## config.mk

```make
export PLATFORM = sky130hd
export DESIGN_NAME = store_buffer
export DESIGN_NICKNAME = d
export VERILOG_FILES = /design/src/rtl/store_buffer.sv
export SDC_FILE = /design/constraint.sdc
export NUM_CORES = 1
export LEC_CHECK = 0
export ABC_AREA = 1
export CAP_MARGIN = 0
export CORE_ASPECT_RATIO = 1.2
export CORE_UTILIZATION = 59
export CTS_CLUSTER_SIZE = 20
export DETAILED_ROUTE_END_ITERATION = 10
export PLACE_DENSITY = 0.86
export SLEW_MARGIN = 0
export SYNTH_ARGS = -nofsm -noshare
export SYNTH_HDL_FRONTEND = slang
export SYNTH_SLANG_ARGS = --single-unit
```

## constraint.sdc

```tcl
create_clock -name clk -period 6.7 [get_ports clk]
set_clock_uncertainty 0.1 [all_clocks]
set_input_delay 0.67 -clock clk [delete_from_list [all_inputs] [get_ports clk]]
set_output_delay 0.67 -clock clk [all_outputs]
set_load 0.02 [all_outputs]
```

## src/rtl/store_buffer.sv

```systemverilog
// Posted-write buffer between the MEM stage and data_mem: stores queue in a small FIFO and retire
// in the background; loads drain the FIFO, then run one read transaction (strict program order).
module store_buffer #(
  parameter int unsigned DEPTH = 4,
  parameter int unsigned PTR_W = 2
) (
  input  logic        clk,
  input  logic        reset,
  input  logic [31:0] cpu_addr,
  input  logic [31:0] cpu_write_data,
  input  logic        cpu_memwrite,
  input  logic        cpu_memread,
  input  logic [3:0]  cpu_sign_mask,
  output logic [31:0] cpu_read_data,
  output logic        cpu_stall,
  output logic [31:0] mem_addr,
  output logic [31:0] mem_write_data,
  output logic        mem_memwrite,
  output logic        mem_memread,
  output logic [3:0]  mem_sign_mask,
  input  logic [31:0] mem_read_data,
  input  logic        mem_clk_stall
);

  typedef struct packed {
    logic [31:0] addr;
    logic [31:0] data;
    logic [3:0]  mask;
  } entry_t;

  typedef enum logic [2:0] {RST_WAIT, IDLE, ST_HI, ST_LO, LD_HI, LD_LO, LD_DONE} state_t;

  state_t           state, state_d;
  entry_t           fifo [DEPTH];
  entry_t           head;
  logic [PTR_W-1:0] wr_ptr, rd_ptr;
  logic [PTR_W:0]   count;
  logic             full, stall_load, push, pop;
  logic [31:0]      mem_addr_d, mem_write_data_d, cpu_read_data_d;
  logic [3:0]       mem_sign_mask_d;
  logic             mem_memwrite_d, mem_memread_d;

  assign head       = fifo[rd_ptr];
  assign full       = (count == (PTR_W+1)'(DEPTH));
  assign stall_load = cpu_memread && (state != LD_DONE);
  assign cpu_stall  = (cpu_memwrite && full) || stall_load;
  // A simultaneous write+read request is handled as a load only.
  assign push       = cpu_memwrite && !cpu_memread && !full && !stall_load;

  always_ff @(posedge clk) begin
    if (reset) state <= RST_WAIT;
    else       state <= state_d;
  end

  always_comb begin
    state_d          = state;
    pop              = 1'b0;
    mem_addr_d       = mem_addr;
    mem_write_data_d = mem_write_data;
    mem_sign_mask_d  = mem_sign_mask;
    mem_memwrite_d   = 1'b0;
    mem_memread_d    = 1'b0;
    cpu_read_data_d  = cpu_read_data;
    case (state)
      RST_WAIT: if (!mem_clk_stall) state_d = IDLE;
      IDLE: begin
        // Queued stores win over a pending load: drain before load.
        if (count != '0) begin
          mem_addr_d       = head.addr;
          mem_write_data_d = head.data;
          mem_sign_mask_d  = head.mask;
          mem_memwrite_d   = 1'b1;
          pop              = 1'b1;
          state_d          = ST_HI;
        end else if (cpu_memread) begin
          mem_addr_d      = cpu_addr;
          mem_sign_mask_d = cpu_sign_mask;
          mem_memread_d   = 1'b1;
          state_d         = LD_HI;
        end
      end
      ST_HI:   if (mem_clk_stall) state_d = ST_LO;
      ST_LO:   if (!mem_clk_stall) state_d = IDLE;
      LD_HI:   if (mem_clk_stall) state_d = LD_LO;
      LD_LO: begin
        if (!mem_clk_stall) begin
          cpu_read_data_d = mem_read_data;
          state_d         = LD_DONE;
        end
      end
      LD_DONE: state_d = IDLE;
      default: state_d = RST_WAIT;
    endcase
  end

  always_ff @(posedge clk) begin
    if (push) fifo[wr_ptr] <= '{addr: cpu_addr, data: cpu_write_data, mask: cpu_sign_mask};
  end

  always_ff @(posedge clk) begin
    if (reset) begin
      wr_ptr         <= '0;
      rd_ptr         <= '0;
      count          <= '0;
      mem_addr       <= '0;
      mem_write_data <= '0;
      mem_sign_mask  <= '0;
      mem_memwrite   <= 1'b0;
      mem_memread    <= 1'b0;
      cpu_read_data  <= '0;
    end else begin
      mem_addr       <= mem_addr_d;
      mem_write_data <= mem_write_data_d;
      mem_sign_mask  <= mem_sign_mask_d;
      mem_memwrite   <= mem_memwrite_d;
      mem_memread    <= mem_memread_d;
      cpu_read_data  <= cpu_read_data_d;
      if (push) wr_ptr <= wr_ptr + PTR_W'(1);
      if (pop)  rd_ptr <= rd_ptr + PTR_W'(1);
      case ({push, pop})
        2'b10:   count <= count + (PTR_W+1)'(1);
        2'b01:   count <= count - (PTR_W+1)'(1);
        default: count <= count;
      endcase
    end
  end

endmodule

```

==> results.txt <==
Status: finished, final reports clean
CP Launch Type: input port
# fillers: 1602
Crit path kind: in -> reg
Hold WS: 365 ps
Final Slew Violations: 0
R2R Setup Slk: 3620 ps
Setup TNS: 0 ps
Mapped Cells: 1358
Syn avg cell area: 10.9 um2
Clock Latency Late Sink: 520 ps
Critical path fanouts, max: 35
Area of the die: 25700 um2
Initial antenna violation count: 1
Worst hold-check path type: reg -> reg
All-Layer GR Usage: 25.8%
Worst rel slew slack: 22.9%
ANT nets after route: 0
Worst-path clk slew: 60 ps
Area occupied by multi-input gates: 3830 um2
DR vias: 10581
RSZ-0062 raised after global routing: no
H-tree depth: 2
I/O Buffers: 207
DR pass1 iterations: 6
IO Count: 208
CTS tree: built
Highest-delay cell along the critical path: nor2_4
Initial DRC Count: 765
# clock sinks: 386
Synth Cell Area: 14800 um2
Vias/cell: 5.60
Gr ovfl total: 0
Seq/Total Area, Yosys: 70.7%
Starting Density: 59.9%
Arr. time, crit path: 3330 ps
Synth Register Bits: 386
Final setup margin: 3420 ps
Routed wire length per instance: 17.4 um
Std-Cell Rows: 63
Worst slack, placed: 2850 ps
Layout Cells excl Fill: 1889
Post-synth ARST share: 0%
Worst endpoint required time: 6750 ps
DP HPWL: 19100 um
Post-synth net total: 1469
Actual slew at the worst max-slew pin: 1150 ps
DIE WIDTH: 146 um
Delay-heaviest family, CP: simple AND/OR/NAND/NOR gates
Global placer's final weighted congestion: 0.777
Die height: 175 um
Cells resized by post-CTS repair: 0
CP bufs+invs: 3
Number of global-route vias before repair: 10582
Final Setup Violations: 0
Clk buf depth: 3
WL final: 32800 um
Fmax: 305 MHz
Yosys synthesis warning count: 0
DRC viols: 0
CP cell instances: clkdlybuf4s50_1 > inv_1 > nand3_1 > nor2_4 > buf_4
Post-synth top area share: 55.3%
Setup bufs post-CTS: 0
Total of max-cap violations: 0
Area Growth Syn to Fin: 22.7%
Final hold violations: 0
Yosys cell types: 24
# hold bufs at CTS: 0
Number of synthesized flops with an enable pin: 272
Final period util: 48.9%
Peak supply drop: 0.234 mV
First-pass GRT wire length: 51900 um
Leak: 6.40 nW
Synth area leaders: edfxtp_1, dfxtp_1, nand2_1, nor2_1, o21ai_0
CTS Root Cell: clkbuf_16
Layout cells sized above 1: 5.31%
Post-synth top area cell: edfxtp_1
Crit end category: flop
Top_reg_cell synth: edfxtp_1
Pin count of the biggest net entering global routing: 103
Core area: 24700 um2
Tmin final: 3280 ps
Register area: 10500 um2
Worst path max stage delay: 1040 ps
Placed cell count: 1820
Pwr dens: 345 nW/um2
CTS Buf Count: 37
Nets: 1645
synthesized netlist by cell type, types with 5 or more instances:
master	n
a21oi_1	75
inv_1	20
ha_1	5
buf_6	6
nand3_1	62
inv_2	5
nand2_1	266
o21ai_0	140
clkbuf_1	32
nor2_1	263
o22ai_1	32
o21ai_1	14
buf_4	13
edfxtp_1	272
dfxtp_1	114
buf_2	29
final timing paths:
kind                                to                 startpoint  cells past startpoint
max              fifo[3][53]$_DFFE_PP_                cpu_memread                      5
min          mem_addr[22]$_SDFFE_PP0P_  mem_addr[22]$_SDFFE_PP0P_                      2
max reg2reg      fifo[3][53]$_DFFE_PP_      count[0]$_SDFFE_PP0P_                      5
min reg2reg  mem_addr[22]$_SDFFE_PP0P_  mem_addr[22]$_SDFFE_PP0P_                      2
cells in the final DEF, fill, tap and decap left out, drive strengths merged:
cell           Yosys  routed
a21oi             75      75
a32o               1       1
buf               48      10
bufinv             0       3
clkbuf            32      47
clkdlybuf4s50      0     207
clkinv             0      14
clkinvlp           0       2
dfxtp            114     114
diode              0       1
edfxtp           272     272
fa                 1       1
ha                 5       5
inv               26      28
nand2            268     268
nand3             62      62
nor2             266     266
nor4               1       1
o21ai            154     154
o22ai             32      32
or2                1       1
cells by family after synthesis:
logic type / count (synthesis) / synth area share (%)
AND/OR/NAND/NOR: 598 / 16.0
flip-flops: 386 / 70.7
AO/OA/AOI/OAI: 262 / 9.18
buffers and inverters: 106 / 3.59
adder cells (fa/ha/maj): 6 / 0.559
metal layers:
layer	global-route usage (%)	routed length, um	up-vias
met5	0	0	-
met2	46.9	17100	483
met4	11.3	943	0
li1	-	-	5014
met1	30.5	12300	5009
met3	3.51	2500	75
sequential cells by signal (all words and copies together) (netlist names), named ones only:
signal and flops:
fifo 272, count 3, mem_addr 32, mem_sign_mask 4
state 3, rd_ptr 2, cpu_read_data 32, mem_memread 1
mem_memwrite 1, wr_ptr 2, mem_write_data 32
final cells by class:
type                       instances  area share, %
inverter                          26          0.552
sequential                       386           57.6
antenna                            1         0.0138
multi-input combinational        866           21.1
timing repair buffer             217           11.8
clock inverter                    21           1.01
tap                              325           2.24
clock buffer                      47           5.60
worst register-to-register path, stage by stage, from the launching register on:
cell and delay (ps):
dfxtp_1 360, nor2_2 80, nand2_1 60, nand3_1 450, nor2_4 1050, buf_4 610
per-stage QoR:
stage	utilization (%)	area (um2)	power [mW]
floorplan	-	14800	3.77
global placement	68.7	16900	4.20
detailed placement	68.7	16900	4.26
CTS	73.5	18100	6.29
global route	73.5	18100	6.53
finish	73.5	18100	6.26
power breakdown:
part | leakage [nW] | switching [mW] | internal, mW
Combinational | 2.42 | 0.875 | 0.504
Clock | 0.584 | 0.844 | 1.19
Sequential | 3.40 | 0.106 | 2.74
(Power assumes the default switching activity.)
==> RTL edit: new RTL, same settings <==
Reset style: asynchronous (`reset`), changed in 2 clocked blocks.
--- a/src/rtl/store_buffer.sv
+++ b/src/rtl/store_buffer.sv
@@ -47,7 +47,7 @@
   // A simultaneous write+read request is handled as a load only.
   assign push       = cpu_memwrite && !cpu_memread && !full && !stall_load;
 
-  always_ff @(posedge clk) begin
+  always_ff @(posedge clk or posedge reset) begin
     if (reset) state <= RST_WAIT;
     else       state <= state_d;
   end
@@ -97,7 +97,7 @@
     if (push) fifo[wr_ptr] <= '{addr: cpu_addr, data: cpu_write_data, mask: cpu_sign_mask};
   end
 
-  always_ff @(posedge clk) begin
+  always_ff @(posedge clk or posedge reset) begin
     if (reset) begin
       wr_ptr         <= '0;
       rd_ptr         <= '0;
Check against the original RTL: differs if reset is asserted again (counterexample within 4 cycles, from zero or initial values and one cycle with reset high); with reset held inactive, the same outputs for 4 cycles.
==> RTL edit against the original RTL <==
Register-to-register slack lost 0.44 ns. Critical path type is now flip-flop to flip-flop. Area after synthesis grew 4.0%. Global-route usage grew 0.85 points. Worst setup slack lost 0.24 ns. Final area grew 3.0%. Highest routed layer unchanged. Fmax shrank 6.8%. Sequential cell count shrank 2. Wire length grew 6.5%. Final cell count shrank 1.3%.
Power is not compared: it rests on default switching activity, and its combinational part moved more than twofold at a synthesized area within 25%.
==> RTL edit: results (changes against the original RTL) <==
FF-to-FF End -> count[2]$_DFFE_PP0P_ (was fifo[3][53]$_DFFE_PP_)
Worst Hold Launch -> mem_write_data[22]$_DFFE_PP0N_ (was mem_addr[22]$_SDFFE_PP0P_)
post-DP HPWL -> 20200 um (was 19100 um)
critical path arrival -> 3.80 ns (was 3.33 ns)
WHS -> 0.378 ns (was 0.365 ns)
Seq/Total Area, Yosys -> 0.713 (was 0.707)
routability cong. -> 0.762 (was 0.777)
share of layout cells above drive strength 1 -> 0.0750 (was 0.0531)
layout net count -> 1618 (was 1645)
worst-path cell with the longest stage delay -> inv_2 (was nor2_4)
post-synthesis cell type count -> 30 (was 24)
metal1 wirelength -> 12900 um (was 12300 um)
grt met1 use -> 0.322 (was 0.305)
final WL -> 35000 um (was 32800 um)
initial DRC count -> 1013 (was 765)
met2 routed WL -> 18000 um (was 17100 um)
Cell Area, Placed -> 17600 um2 (was 16900 um2)
CTS buffer count -> 36 (was 37)
initial antenna violation count -> 2 (was 1)
status -> finished, final reports clean (unchanged)
vias in the first global route -> 10724 (was 10582)
Post-Synthesis Cells -> 1324 (was 1358)
top post-synthesis cells by area -> edfxtp_1 (53%), dfrtp_1 (18%), nand2_1 (7.3%), nor2_1 (5.1%), o21ai_0 (3.6%) (was edfxtp_1 (55%), dfxtp_1 (15%), nand2_1 (6.8%), nor2_1 (6.7%), o21ai_0 (4.7%))
Post-Syn Nets -> 1435 (was 1469)
first-pass GRT wire length -> 54300 um (was 51900 um)
Via Count -> 10520 (was 10581)
Max stage delay on crit path -> 0.79 ns (was 1.04 ns)
Hold Crit Endpoint -> mem_write_data[22]$_DFFE_PP0N_ (was mem_addr[22]$_SDFFE_PP0P_)
reg2reg start -> state[1]$_DFFE_PP0P_ (was count[0]$_SDFFE_PP0P_)
largest net degree at the start of global routing -> 106 (was 103)
post-synthesis async set-or-reset flop share -> 0.292 (was 0)
DR WL met3 -> 2810 um (was 2500 um)
Rel. slew slack -> 0.188 (was 0.229)
## RTL edit: worst reg2reg max path, cell delays in order (launching register included)
cell and delay [ns]:
dfrtp_1 0.44, inv_2 0.10, nand2_2 0.08, nor2_4 0.16, nand2_2 0.50, inv_2 0.80, ha_1 0.27, inv_1 0.08
fa_1 0.40, a21oi_1 0.18, o21ai_0 0.13, xor2_1 0.16
## RTL edit: cells by family (layout without fill, tap and decap cells)
| family | Yosys count | count (layout) | synth area share |
|---|---|---|---|
| AOI/OAI and AO/OA | 203 | 203 | 0.0855 |
| xor gates and xnor gates | 5 | 5 | 0.00285 |
| other | 0 | 2 | 0 |
| buffers and inverters | 158 | 367 | 0.0470 |
| and+or+nand+nor | 568 | 568 | 0.146 |
| DFF | 384 | 384 | 0.713 |
| adders and majority gates | 6 | 6 | 0.00537 |
## RTL edit: layout make-up
cell class	count	area, um2
sequential	384	11000
fill	1620	6860
multi-input combinational	782	3710
timing repair buffer	216	2140
clock buffer	50	1000
tap	330	413
inverter	87	334
clock inverter	14	98.8
antenna	2	5.00
## RTL edit: worst max path at each step
| stage | start | endpoint | cells after the start |
|---|---|---|---|
| floorplan | cpu_memread | fifo[0][0]$_DFFE_PP_ | 3 |
| global placement | cpu_memread | fifo[0][27]$_DFFE_PP_ | 5 |
| detailed placement | cpu_memread | fifo[0][27]$_DFFE_PP_ | 5 |
| CTS | state[1]$_DFFE_PP0P_ | count[2]$_DFFE_PP0P_ | 11 |
| global route | state[1]$_DFFE_PP0P_ | count[2]$_DFFE_PP0P_ | 11 |
| finish | state[1]$_DFFE_PP0P_ | count[2]$_DFFE_PP0P_ | 11 |
